### config.mk
export PLATFORM = sky130hd
export DESIGN_NAME = lamp_fpu_cmp_frontend_flat
export DESIGN_NICKNAME = d
export VERILOG_FILES = /design/src/rtl/lamp_fpu_cmp_frontend_pkg.sv /design/src/rtl/lamp_fpu_cmp_frontend_if.sv /design/src/rtl/lamp_fpu_cmp_frontend_classify.sv /design/src/rtl/lamp_fpu_cmp_frontend.sv /design/src/flat_wrapper.sv
export SDC_FILE = /design/constraint.sdc
export NUM_CORES = 1
export LEC_CHECK = 0
export BUFFER_PORTS_ARGS = -buffer_cell sky130_fd_sc_hd__buf_2
export CAP_MARGIN = 20
export CORE_MARGIN = 2
export CORE_UTILIZATION = 47
export DETAILED_ROUTE_END_ITERATION = 12
export GPL_TIMING_DRIVEN = 0
export PLACE_DENSITY = 0.79
export SLEW_MARGIN = 25
export SYNTH_ARGS = -nofsm -noshare
export SYNTH_HDL_FRONTEND = slang
export SYNTH_SLANG_ARGS = --single-unit
### constraint.sdc
create_clock -name clk -period 2.4 [get_ports clk]
set_input_delay 0.12 -clock clk [delete_from_list [all_inputs] [get_ports clk]]
set_output_delay 0.12 -clock clk [all_outputs]
set_load 0.005 [all_outputs]
### src/rtl/lamp_fpu_cmp_frontend_pkg.sv
// Shared types and widths for the lampFPU compare front-end.
// Latency: n/a (types, constants and a pure decode function only).
// Backpressure: n/a.
package lamp_fpu_cmp_frontend_pkg;

  localparam int LAMP_FLOAT_DW       = 16;
  localparam int LAMP_FLOAT_S_DW     = 1;
  localparam int LAMP_FLOAT_E_DW     = 8;
  localparam int LAMP_FLOAT_F_DW     = 7;
  localparam int LAMP_FLOAT_QNAN_BIT = 6;

  typedef enum logic [1:0] {
    CMP_EQ  = 2'b00,
    CMP_LT  = 2'b01,
    CMP_LE  = 2'b10,
    CMP_ILL = 2'b11
  } cmpOp_t;

  typedef enum logic [1:0] {
    IDLE  = 2'b00,
    ISSUE = 2'b01,
    WAIT  = 2'b10,
    RESP  = 2'b11
  } cmpFeState_t;

  // One operand after unpacking and classification (denormals already flushed).
  typedef struct packed {
    logic [LAMP_FLOAT_S_DW-1:0] sign;
    logic [LAMP_FLOAT_E_DW-1:0] exp;
    logic [LAMP_FLOAT_F_DW-1:0] fract;
    logic                       is_zer;
    logic                       is_snan;
    logic                       is_qnan;
  } fp_cls_t;

  // Comparator command vector, ordered {le, lt, eq}. The illegal opcode
  // never reaches the comparator, so it decodes to no command at all.
  function automatic logic [2:0] op_to_do(input cmpOp_t op);
    logic [2:0] v;
    v = 3'b000;
    case (op)
      CMP_EQ:  v = 3'b001;
      CMP_LT:  v = 3'b010;
      CMP_LE:  v = 3'b100;
      default: v = 3'b000;
    endcase
    return v;
  endfunction

endpackage

### src/rtl/lamp_fpu_cmp_frontend_if.sv
// Bundle of the request, response and comparator-side signals of the front-end.
// Latency: n/a (wiring only).
// Backpressure: req_valid_i/req_ready_o and rsp_valid_o/rsp_ready_i handshakes.
// Modports: master = core dispatch plus comparator environment, slave = front-end.
interface lamp_fpu_cmp_frontend_if;
  import lamp_fpu_cmp_frontend_pkg::*;

  // request channel
  logic                       req_valid_i;
  logic                       req_ready_o;
  logic [1:0]                 req_op_i;
  logic [LAMP_FLOAT_DW-1:0]   req_opA_i;
  logic [LAMP_FLOAT_DW-1:0]   req_opB_i;

  // comparator command and operand fields
  logic                       doEq_o;
  logic                       doLt_o;
  logic                       doLe_o;
  logic                       opASign_o;
  logic                       opBSign_o;
  logic [LAMP_FLOAT_E_DW-1:0] opAExp_o;
  logic [LAMP_FLOAT_E_DW-1:0] opBExp_o;
  logic [LAMP_FLOAT_F_DW-1:0] opAFract_o;
  logic [LAMP_FLOAT_F_DW-1:0] opBFract_o;
  logic                       isAZer_o;
  logic                       isASNaN_o;
  logic                       isAQNaN_o;
  logic                       isBZer_o;
  logic                       isBSNaN_o;
  logic                       isBQNaN_o;

  // comparator result
  logic                       cmp_i;
  logic                       isCmpValid_i;
  logic                       isCmpInvalid_i;

  // response channel
  logic                       rsp_valid_o;
  logic                       rsp_ready_i;
  logic                       rsp_cmp_o;
  logic                       rsp_invalid_o;

  modport master (
    output req_valid_i, req_op_i, req_opA_i, req_opB_i, rsp_ready_i,
           cmp_i, isCmpValid_i, isCmpInvalid_i,
    input  req_ready_o, doEq_o, doLt_o, doLe_o,
           opASign_o, opBSign_o, opAExp_o, opBExp_o, opAFract_o, opBFract_o,
           isAZer_o, isASNaN_o, isAQNaN_o, isBZer_o, isBSNaN_o, isBQNaN_o,
           rsp_valid_o, rsp_cmp_o, rsp_invalid_o
  );

  modport slave (
    input  req_valid_i, req_op_i, req_opA_i, req_opB_i, rsp_ready_i,
           cmp_i, isCmpValid_i, isCmpInvalid_i,
    output req_ready_o, doEq_o, doLt_o, doLe_o,
           opASign_o, opBSign_o, opAExp_o, opBExp_o, opAFract_o, opBFract_o,
           isAZer_o, isASNaN_o, isAQNaN_o, isBZer_o, isBSNaN_o, isBQNaN_o,
           rsp_valid_o, rsp_cmp_o, rsp_invalid_o
  );

endinterface

### src/rtl/lamp_fpu_cmp_frontend_classify.sv
// Unpacks one bfloat16 operand and flags zero/SNaN/QNaN, flushing denormals to signed zero.
// Latency: combinational.
// Backpressure: none.
// Ports: opnd (packed bfloat16 in), cls (classified fields out).
module lamp_fpu_classify
  import lamp_fpu_cmp_frontend_pkg::*;
(
  input  logic [LAMP_FLOAT_DW-1:0] opnd,
  output fp_cls_t                  cls
);

  logic [LAMP_FLOAT_S_DW-1:0] s;
  logic [LAMP_FLOAT_E_DW-1:0] e;
  logic [LAMP_FLOAT_F_DW-1:0] f;

  assign s = opnd[LAMP_FLOAT_DW-1 -: LAMP_FLOAT_S_DW];
  assign e = opnd[LAMP_FLOAT_F_DW +: LAMP_FLOAT_E_DW];
  assign f = opnd[LAMP_FLOAT_F_DW-1:0];

  always_comb begin
    cls      = '0;
    cls.sign = s;
    if (e == '0) begin
      // true zero and denormal both leave as a signed zero
      cls.is_zer = 1'b1;
    end else begin
      cls.exp   = e;
      cls.fract = f;
      // all-ones exponent with zero fraction is infinity: no flag
      if (e == '1 && f != '0) begin
        cls.is_qnan = f[LAMP_FLOAT_QNAN_BIT];
        cls.is_snan = ~f[LAMP_FLOAT_QNAN_BIT];
      end
    end
  end

endmodule

### src/rtl/lamp_fpu_cmp_frontend.sv
// Request-side driver for lampFPU_cmp: accept, classify, pulse one do*, capture result, respond.
// Latency: response valid 2 cycles after accept (1 cycle for the illegal opcode).
// Backpressure: response held until rsp_ready_i; req_ready_o only in IDLE or on a completing response.
// Ports: clk, rst (async, active-low), bus (slave side of lamp_fpu_cmp_frontend_if).
module lamp_fpu_cmp_frontend
  import lamp_fpu_cmp_frontend_pkg::*;
(
  input  logic                    clk,
  input  logic                    rst,
  lamp_fpu_cmp_frontend_if.slave  bus
);

  cmpFeState_t state;
  cmpOp_t      op_q;
  cmpOp_t      req_op;
  fp_cls_t     a_cls;
  fp_cls_t     b_cls;
  fp_cls_t     a_q;
  fp_cls_t     b_q;
  logic        rsp_valid_q;
  logic        rsp_cmp_q;
  logic        rsp_inv_q;
  logic        req_ready;
  logic        accept;
  logic [2:0]  do_vec;

  lamp_fpu_classify u_cls_a (.opnd(bus.req_opA_i), .cls(a_cls));
  lamp_fpu_classify u_cls_b (.opnd(bus.req_opB_i), .cls(b_cls));

  assign req_op = cmpOp_t'(bus.req_op_i);

  // A finishing response frees the slot in the same cycle, so a new request
  // can be taken while the old one is being handed off.
  assign req_ready = (state == IDLE) || (state == RESP && bus.rsp_ready_i);
  assign accept    = bus.req_valid_i && req_ready;

  // Decoded from registered state and opcode only, so the pulse lasts exactly
  // the ISSUE cycle and drops the moment reset forces IDLE.
  assign do_vec = (state == ISSUE) ? op_to_do(op_q) : 3'b000;

  always_ff @(posedge clk or negedge rst) begin
    if (!rst) begin
      state       <= IDLE;
      op_q        <= CMP_EQ;
      a_q         <= '0;
      b_q         <= '0;
      rsp_valid_q <= 1'b0;
      rsp_cmp_q   <= 1'b0;
      rsp_inv_q   <= 1'b0;
    end else if (accept) begin
      op_q <= req_op;
      a_q  <= a_cls;
      b_q  <= b_cls;
      if (req_op == CMP_ILL) begin
        // answered locally, the comparator is never involved
        state       <= RESP;
        rsp_valid_q <= 1'b1;
        rsp_cmp_q   <= 1'b0;
        rsp_inv_q   <= 1'b1;
      end else begin
        state       <= ISSUE;
        rsp_valid_q <= 1'b0;
      end
    end else begin
      case (state)
        ISSUE: state <= WAIT;
        WAIT: begin
          if (bus.isCmpValid_i) begin
            state       <= RESP;
            rsp_valid_q <= 1'b1;
            rsp_cmp_q   <= bus.cmp_i;
            rsp_inv_q   <= bus.isCmpInvalid_i;
          end
        end
        RESP: begin
          if (bus.rsp_ready_i) begin
            state       <= IDLE;
            rsp_valid_q <= 1'b0;
          end
        end
        default: state <= state;
      endcase
    end
  end

  assign bus.req_ready_o   = req_ready;
  assign bus.doEq_o        = do_vec[0];
  assign bus.doLt_o        = do_vec[1];
  assign bus.doLe_o        = do_vec[2];
  assign bus.opASign_o     = a_q.sign[0];
  assign bus.opBSign_o     = b_q.sign[0];
  assign bus.opAExp_o      = a_q.exp;
  assign bus.opBExp_o      = b_q.exp;
  assign bus.opAFract_o    = a_q.fract;
  assign bus.opBFract_o    = b_q.fract;
  assign bus.isAZer_o      = a_q.is_zer;
  assign bus.isASNaN_o     = a_q.is_snan;
  assign bus.isAQNaN_o     = a_q.is_qnan;
  assign bus.isBZer_o      = b_q.is_zer;
  assign bus.isBSNaN_o     = b_q.is_snan;
  assign bus.isBQNaN_o     = b_q.is_qnan;
  assign bus.rsp_valid_o   = rsp_valid_q;
  assign bus.rsp_cmp_o     = rsp_cmp_q;
  assign bus.rsp_invalid_o = rsp_inv_q;

endmodule

### src/flat_wrapper.sv
// flat-port wrapper written by rule: the top's interface ports become plain ports
module lamp_fpu_cmp_frontend_flat import lamp_fpu_cmp_frontend_pkg::*;
  (clk, rst, bus_req_valid_i, bus_req_op_i, bus_req_opA_i, bus_req_opB_i, bus_rsp_ready_i, bus_cmp_i, bus_isCmpValid_i, bus_isCmpInvalid_i, bus_req_ready_o, bus_doEq_o, bus_doLt_o, bus_doLe_o, bus_opASign_o, bus_opBSign_o, bus_opAExp_o, bus_opBExp_o, bus_opAFract_o, bus_opBFract_o, bus_isAZer_o, bus_isASNaN_o, bus_isAQNaN_o, bus_isBZer_o, bus_isBSNaN_o, bus_isBQNaN_o, bus_rsp_valid_o, bus_rsp_cmp_o, bus_rsp_invalid_o);
  lamp_fpu_cmp_frontend_if bus_i ();
  input  logic clk;
  input  logic rst;
  input wire logic [$bits(bus_i.req_valid_i)-1:0] bus_req_valid_i;
  input wire logic [$bits(bus_i.req_op_i)-1:0] bus_req_op_i;
  input wire logic [$bits(bus_i.req_opA_i)-1:0] bus_req_opA_i;
  input wire logic [$bits(bus_i.req_opB_i)-1:0] bus_req_opB_i;
  input wire logic [$bits(bus_i.rsp_ready_i)-1:0] bus_rsp_ready_i;
  input wire logic [$bits(bus_i.cmp_i)-1:0] bus_cmp_i;
  input wire logic [$bits(bus_i.isCmpValid_i)-1:0] bus_isCmpValid_i;
  input wire logic [$bits(bus_i.isCmpInvalid_i)-1:0] bus_isCmpInvalid_i;
  output wire logic [$bits(bus_i.req_ready_o)-1:0] bus_req_ready_o;
  output wire logic [$bits(bus_i.doEq_o)-1:0] bus_doEq_o;
  output wire logic [$bits(bus_i.doLt_o)-1:0] bus_doLt_o;
  output wire logic [$bits(bus_i.doLe_o)-1:0] bus_doLe_o;
  output wire logic [$bits(bus_i.opASign_o)-1:0] bus_opASign_o;
  output wire logic [$bits(bus_i.opBSign_o)-1:0] bus_opBSign_o;
  output wire logic [$bits(bus_i.opAExp_o)-1:0] bus_opAExp_o;
  output wire logic [$bits(bus_i.opBExp_o)-1:0] bus_opBExp_o;
  output wire logic [$bits(bus_i.opAFract_o)-1:0] bus_opAFract_o;
  output wire logic [$bits(bus_i.opBFract_o)-1:0] bus_opBFract_o;
  output wire logic [$bits(bus_i.isAZer_o)-1:0] bus_isAZer_o;
  output wire logic [$bits(bus_i.isASNaN_o)-1:0] bus_isASNaN_o;
  output wire logic [$bits(bus_i.isAQNaN_o)-1:0] bus_isAQNaN_o;
  output wire logic [$bits(bus_i.isBZer_o)-1:0] bus_isBZer_o;
  output wire logic [$bits(bus_i.isBSNaN_o)-1:0] bus_isBSNaN_o;
  output wire logic [$bits(bus_i.isBQNaN_o)-1:0] bus_isBQNaN_o;
  output wire logic [$bits(bus_i.rsp_valid_o)-1:0] bus_rsp_valid_o;
  output wire logic [$bits(bus_i.rsp_cmp_o)-1:0] bus_rsp_cmp_o;
  output wire logic [$bits(bus_i.rsp_invalid_o)-1:0] bus_rsp_invalid_o;
  assign bus_i.req_valid_i = bus_req_valid_i;
  assign bus_i.req_op_i = bus_req_op_i;
  assign bus_i.req_opA_i = bus_req_opA_i;
  assign bus_i.req_opB_i = bus_req_opB_i;
  assign bus_i.rsp_ready_i = bus_rsp_ready_i;
  assign bus_i.cmp_i = bus_cmp_i;
  assign bus_i.isCmpValid_i = bus_isCmpValid_i;
  assign bus_i.isCmpInvalid_i = bus_isCmpInvalid_i;
  assign bus_req_ready_o = bus_i.req_ready_o;
  assign bus_doEq_o = bus_i.doEq_o;
  assign bus_doLt_o = bus_i.doLt_o;
  assign bus_doLe_o = bus_i.doLe_o;
  assign bus_opASign_o = bus_i.opASign_o;
  assign bus_opBSign_o = bus_i.opBSign_o;
  assign bus_opAExp_o = bus_i.opAExp_o;
  assign bus_opBExp_o = bus_i.opBExp_o;
  assign bus_opAFract_o = bus_i.opAFract_o;
  assign bus_opBFract_o = bus_i.opBFract_o;
  assign bus_isAZer_o = bus_i.isAZer_o;
  assign bus_isASNaN_o = bus_i.isASNaN_o;
  assign bus_isAQNaN_o = bus_i.isAQNaN_o;
  assign bus_isBZer_o = bus_i.isBZer_o;
  assign bus_isBSNaN_o = bus_i.isBSNaN_o;
  assign bus_isBQNaN_o = bus_i.isBQNaN_o;
  assign bus_rsp_valid_o = bus_i.rsp_valid_o;
  assign bus_rsp_cmp_o = bus_i.rsp_cmp_o;
  assign bus_rsp_invalid_o = bus_i.rsp_invalid_o;
  lamp_fpu_cmp_frontend u_core (.clk(clk), .rst(rst), .bus(bus_i));
endmodule
==> results.toml, run 1 <==
[status]
status = "finished, final reports clean"

[synth]
ys_ff_latch = 45
ys_types = 34
synth_area_um2 = 1960
synth-simple-area-share_pct = 8.57
avgSynthCellArea_um2 = 13.3
synth_edf_count = 0
yosysSeqAreaShare_pct = 57.5
yosysMostFrequentCell = "dfrtp_1"
yosys.area_share.xor_xnor_pct = 0
synth-compound-area-share_pct = 15.7
synth_common_cells = "dfrtp_1, mux2_2, a22o_1"
synth_top_area_share_pct = 57.5
synth-warning-count = 0
synthArstFlopShare_pct = 100
syn_nets = 192
yosys-mux-area-fraction_pct = 12.0
ys.flop_type = "dfrtp_1"
synth_area_leaders = "dfrtp_1, mux2_2, a22o_1"
yosys.area_share.adder_pct = 2.56
syn-instance-count = 147
synth_top_family_by_area = "compound AO/OA/AOI/OAI gates"
synth_top_area_cell = "dfrtp_1"

[floorplan]
rows = 23
core_um2 = 4000
die_h_um = 68.5
ios = 86
start_util_pct = 48.9
die_area_um2 = 4700
fp.dieW_um = 68.5

[route]
drt_pass1_iterations = 4
drcViolationCount = 0
routed_wl_um = 4490
via_per_inst = 5.27
route.antenna.remaining_nets = 0
wire_per_inst_um = 15.4
drt_iter0_drc = 46
vias = 1533

[final_layout]
nets = 285
fillerInstances = 325
fin_util_pct = 63.5
drive_above_1_share_pct = 49.8
n_antenna_cell = 0
fin_cells = 291
syn2layout_area_growth_pct = 29.8
final_area_um2 = 2540

[power_and_ir_drop]
power_leakage_nw = 1.29
power_mw = 3.06
ir_worst_vdd_mv = 0.619
power.density_nw_per_um2 = 1200

[sta]
fin_crit_sh_pct = 77.1
clock_skew_ns = 0.00499
rsz0062_at_grt = "false"
max_slew_margin_pct = 62.8
hold_viol = 0
finalMaxSlewViolations = 0
setup_violations = 0
holdWs_ns = 0.0453
fmax_ghz = 0.540
fin_crit_ns = 1.85
setup-tns-final_ns = 0
finalWorstSetupSlack_ns = 0.550
worstMarginPinSlew_ns = 0.558

[setup_path]
worstPathRequired_ns = 2.58
cp_top_family = "flip-flops"
path_max_fanout = 10
crit_path_start_kind = "flop"
crit_buf_inv = 2
cp-end-kind = "flop"
cpMaxStageDelayCell = "dfrtp_1"
crit_type = "reg2reg"
slowest_delay_ns = 0.42
cp.arrival_ns = 2.03
crit_chain = "ha_1 -> a21oi_4 -> inv_4 -> nand2_4 -> buf_6 -> mux2_2"

[clocking]
cts_setup_buffers = 0
path_clk_slew_ns = 0.08
clockBufferDepth = 2
cts_sinks = 45
numCtsBuffers = 5
root_buffer = "clkbuf_8"
clock_latency_ns = 0.29
cts_max_level = 2
cts_tree = "done"

[global_routing]
antenna_found_initial = 0
grtUsageTotal_pct = 20.7
grt_max_degree = 46
grt_pass1_wl_um = 7030
gr-total-overflow = 0
grt_pass1_vias = 1538

[place]
numPortBuffers = 85
preCtsSetupSlack_ns = 0.549
hpwl_um = 3360
gp_congestion = 0.779
dp.cells = 282
place_area_um2 = 2440

[flow_run]
maxCapViolations = 0

[min_path]
hp-class = "in2reg"
-- layout by cell type, fill, tap and decap left out --
cell type | synthesis | layout
a211oi_4 | 2 | 2
clkbuf_8 | 0 | 5
and3b_1 | 1 | 1
a211oi_1 | 2 | 2
nor2b_1 | 3 | 3
clkinv_2 | 0 | 2
a21oi_4 | 1 | 1
nand4_1 | 4 | 4
nor2_1 | 4 | 4
clkbuf_1 | 0 | 1
mux2i_1 | 1 | 1
dfrtp_1 | 45 | 45
nor4_1 | 6 | 6
buf_8 | 1 | 1
a21oi_1 | 4 | 4
buf_2 | 1 | 85
a22o_1 | 15 | 15
o22ai_1 | 2 | 2
mux2_1 | 1 | 1
a31oi_1 | 1 | 1
nor3_1 | 2 | 2
nor3b_1 | 1 | 1
nand2_4 | 1 | 1
o21ai_1 | 2 | 2
nand2_1 | 6 | 6
a32o_1 | 2 | 2
inv_1 | 6 | 6
ha_1 | 4 | 4
nand3_1 | 1 | 1
inv_4 | 1 | 1
a22oi_1 | 1 | 1
a21o_1 | 1 | 1
o21ai_0 | 2 | 2
o211a_1 | 1 | 1
dlygate4sd3_1 | 0 | 1
and3_1 | 1 | 1
buf_6 | 2 | 2
buf_4 | 0 | 1
mux2_2 | 19 | 19
-- worst paths after layout --
path / endpoint / start / cells past startpoint / slack, ns
worst max-delay path: u_core.bus.opAExp_o[3]$_DFFE_PN0P_ / u_core.state[0]$_DFFE_PN0P_ / 6 / 0.55
worst min-delay path: u_core.bus.isASNaN_o$_DFFE_PN0P_ / bus_req_opA_i[6] / 2 / 0.05
worst max register to register: u_core.bus.opAExp_o[3]$_DFFE_PN0P_ / u_core.state[0]$_DFFE_PN0P_ / 6 / 0.55
worst min register to register: u_core.bus.opBFract_o[2]$_DFFE_PN0P_ / u_core.bus.opBFract_o[2]$_DFFE_PN0P_ / 1 / 0.50
max in group asynchronous: u_core.bus.opAExp_o[0]$_DFFE_PN0P_ / rst / 2 / 1.66
min in group asynchronous: u_core.bus.opBFract_o[2]$_DFFE_PN0P_ / rst / 2 / 0.35
-- report_power, final --
part	internal [mW]	switching (mW)
Sequential	1.10	0.182
Combinational	0.710	0.609
Clock	0.202	0.248
Total	2.02	1.04
-- sequential cells by signal (all words and copies together) (netlist names), 2 cells and up --
register,cells
u_core.bus.opBExp_o,8
u_core.state,2
u_core.bus.opAExp_o,8
u_core.bus.opAFract_o,7
u_core.bus.opBFract_o,7
u_core.op_q,2
-- cells by family (layout without fill, tap and decap cells) --
logic type	after synthesis	in the layout
AO/OA/AOI/OAI	36	36
adder cells (fa/ha/maj)	4	4
buffers and inverters	11	105
flip-flops	45	45
multiplexers	21	21
AND/OR/NAND/NOR	30	30
-- worst register-to-register path: stages, from the launching register on --
cell and delay, ns:
dfrtp_1 0.42, ha_1 0.29, a21oi_4 0.33, inv_4 0.08, nand2_4 0.11, buf_6 0.16, mux2_2 0.34
-- final cells by class --
type / count / area [um^2] / area share (%)
inverters: 7 / 28.8 / 1.13
well taps: 50 / 62.6 / 2.46
repair buffers: 86 / 438 / 17.2
clock buffers: 6 / 72.6 / 2.86
multi-input cells: 91 / 759 / 29.9
flip-flops and latches: 45 / 1130 / 44.3
clock inverters: 2 / 10.0 / 0.394
plain buffers: 4 / 42.5 / 1.67
-- layer usage --
layer / global-route usage, % / wire, um / up-vias
met5: 0 / 0 / -
met4: 7.25 / 67 / 0
met3: 6.82 / 272 / 9
met2: 33.5 / 2260 / 46
met1: 25.9 / 1890 / 740
li1: - / - / 738
-- what timing repair did --
| item | 4_1_cts | 5_1_grt |
|---|---|---|
| setup endpoints to repair | 0 | 0 |
| hold buffers | 0 | 1 |
| resized for setup | 0 | 0 |
| endpoints found under the hold margin | 0 | 45 |
Note: power is estimated with default switching activity, not from simulation.
==> run 2: changes to the inputs <==
Clock period 2.4 ns to 1.9 ns, I/O delays scaled along.
==> run 2 against run 1 <==
Net effect:
- utilization increased by 0.19 points
- sequential power grew 26%
- critical path depth stayed put
- flip-flop and latch count unchanged
- power rose by 27%
- setup slack worse by 0.43 ns
- sequential share of layout area down 0.13 points
- design area increased by 0.30%
- cell count rose by 0.34%
- global-route usage hardly changed
- count of clock-buffer cells in the layout stayed put
- first-iteration DRC count is 46% higher
==> results.toml, run 2 (same netlist as run 1, synthesis figures left out) <==
[clocking]
cts_tree = "done"
numCtsBuffers = 5
clock_latency_ns = 0.29
path_clk_slew_ns = 0.08
root_buffer = "clkbuf_8"
cts_max_level = 2
cts_sinks = 45
ctsResizeCount = 0
clockBufferDepth = 2

[floorplan]
die_area_um2 = 4700
ios = 86
core_um2 = 4000
fp.dieW_um = 68.5
die_h_um = 68.5
start_util_pct = 48.9
rows = 23

[global_routing]
grt_max_degree = 46
grt_pass1_wl_um = 7040
antenna_found_initial = 0
grtUsageTotal_pct = 20.7
gr-total-overflow = 0
grt_pass1_vias = 1540

[setup_path]
cpMaxStageDelayCell = "dfrtp_1"
path_max_fanout = 10
crit_cells = 6
reg2reg_from = "u_core.state[0]$_DFFE_PN0P_"
crit_buf_inv = 2
reg2reg_depth = 6
cp_top_family = "flip-flops"
r2r-end = "u_core.bus.opAExp_o[2]$_DFFE_PN0P_"
cp-startpoint = "u_core.state[0]$_DFFE_PN0P_"
worstPathRequired_ns = 2.08
cp-end-kind = "flop"
crit_path_start_kind = "flop"
cp.arrival_ns = 1.96
worst-r2r-setup-slack_ns = 0.12
slowest_delay_ns = 0.43
crit_type = "reg2reg"
crit_chain = "ha_1 -> a21oi_4 -> inv_4 -> nand2_4 -> buf_6 -> mux2_2"
crit_end = "u_core.bus.opAExp_o[2]$_DFFE_PN0P_"

[sta]
worstMarginPinSlew_ns = 0.541
rsz0062_at_grt = "false"
setup-tns-final_ns = 0
max_slew_margin_pct = 63.6
fmax_ghz = 0.560
fin_crit_sh_pct = 93.9
clock_skew_ns = 0.00628
hold_viol = 0
fin_crit_ns = 1.78
finalMaxSlewViolations = 0
setup_violations = 0

[flow_run]
maxCapViolations = 0

[route]
routed_wl_um = 4470
drcViolationCount = 0
vias = 1561
drt_pass1_iterations = 4
via_per_inst = 5.35
drt_iter0_drc = 67
wire_per_inst_um = 15.3
route.antenna.remaining_nets = 0

[min_path]
hp-class = "in2reg"

[final_layout]
multi_input_area_um2 = 759
final_common_cell = "buf_2"
nets = 286
layout_common_cells = "buf_2, dfrtp_1, mux2_2"
final_area_um2 = 2550
seqCellArea_um2 = 1130
syn2layout_area_growth_pct = 30.2
n_antenna_cell = 0
drive_above_1_share_pct = 50.0
fillerInstances = 324

[place]
place_area_um2 = 2440
gp_congestion = 0.779
numPortBuffers = 85
hpwl_um = 3360

[power_and_ir_drop]
power_mw = 3.88
power.density_nw_per_um2 = 1520
ir_worst_vdd_mv = 0.778
power_leakage_nw = 1.29

[status]
status = "finished, final reports clean"
run 2: cell count changes in the layout (fill, tap and decap cells not counted):
cell,previous run,this run
buf_4,1,2
run 2: worst min path at each step:
| stage | from | to | slack (ns) | cells past startpoint |
|---|---|---|---|---|
| after floorplan | rst | u_core.bus.isAQNaN_o$_DFFE_PN0P_ | -0.20 | 0 |
| after global placement | rst | u_core.bus.opBFract_o[2]$_DFFE_PN0P_ | 0.30 | 1 |
| after detailed placement | rst | u_core.bus.opBFract_o[2]$_DFFE_PN0P_ | 0.31 | 1 |
| after CTS | bus_req_opA_i[6] | u_core.bus.isASNaN_o$_DFFE_PN0P_ | 0.01 | 2 |
| after global routing | bus_req_opB_i[2] | u_core.bus.opBFract_o[2]$_DFFE_PN0P_ | 0.02 | 2 |
| final | bus_req_opA_i[6] | u_core.bus.isASNaN_o$_DFFE_PN0P_ | 0.02 | 2 |
run 2: power by group:
part	internal (mW)	switching (mW)
logic	0.914	0.775
clock network	0.255	0.310
registers	1.40	0.229
run 2: final cells by class:
class	count	area share (%)
plain buffers	4	1.67
clock buffers	6	2.85
clock inverters	2	0.393
inverters	7	1.13
multi-input cells	91	29.8
flip-flops and latches	45	44.2
well taps	50	2.46
repair buffers	87	17.5
run 2: repair_timing:
action	in CTS	in global routing
endpoints found under the hold margin	45	0
endpoints found under the setup margin	0	20
hold buffers	1	0
setup buffers	0	1
run 2: through the flow:
step	hold slack, ns	std cells	util, %	setup WS, ns
CTS	0.0123	291	63.4	0.0332
global placement	0.305	282	61.1	0.0769
floorplan	-0.201	147	-	0.208
detailed placement	0.308	282	61.1	0.0494
global route	0.0182	292	63.7	0.0382
finish	0.0221	292	63.7	0.115
run 2: layer usage:
metal	part of all wire (%)	GRT usage, %
met2	52	33.5
met3	6.1	6.82
met5	0	0
met4	1.4	7.25
met1	41	26.0
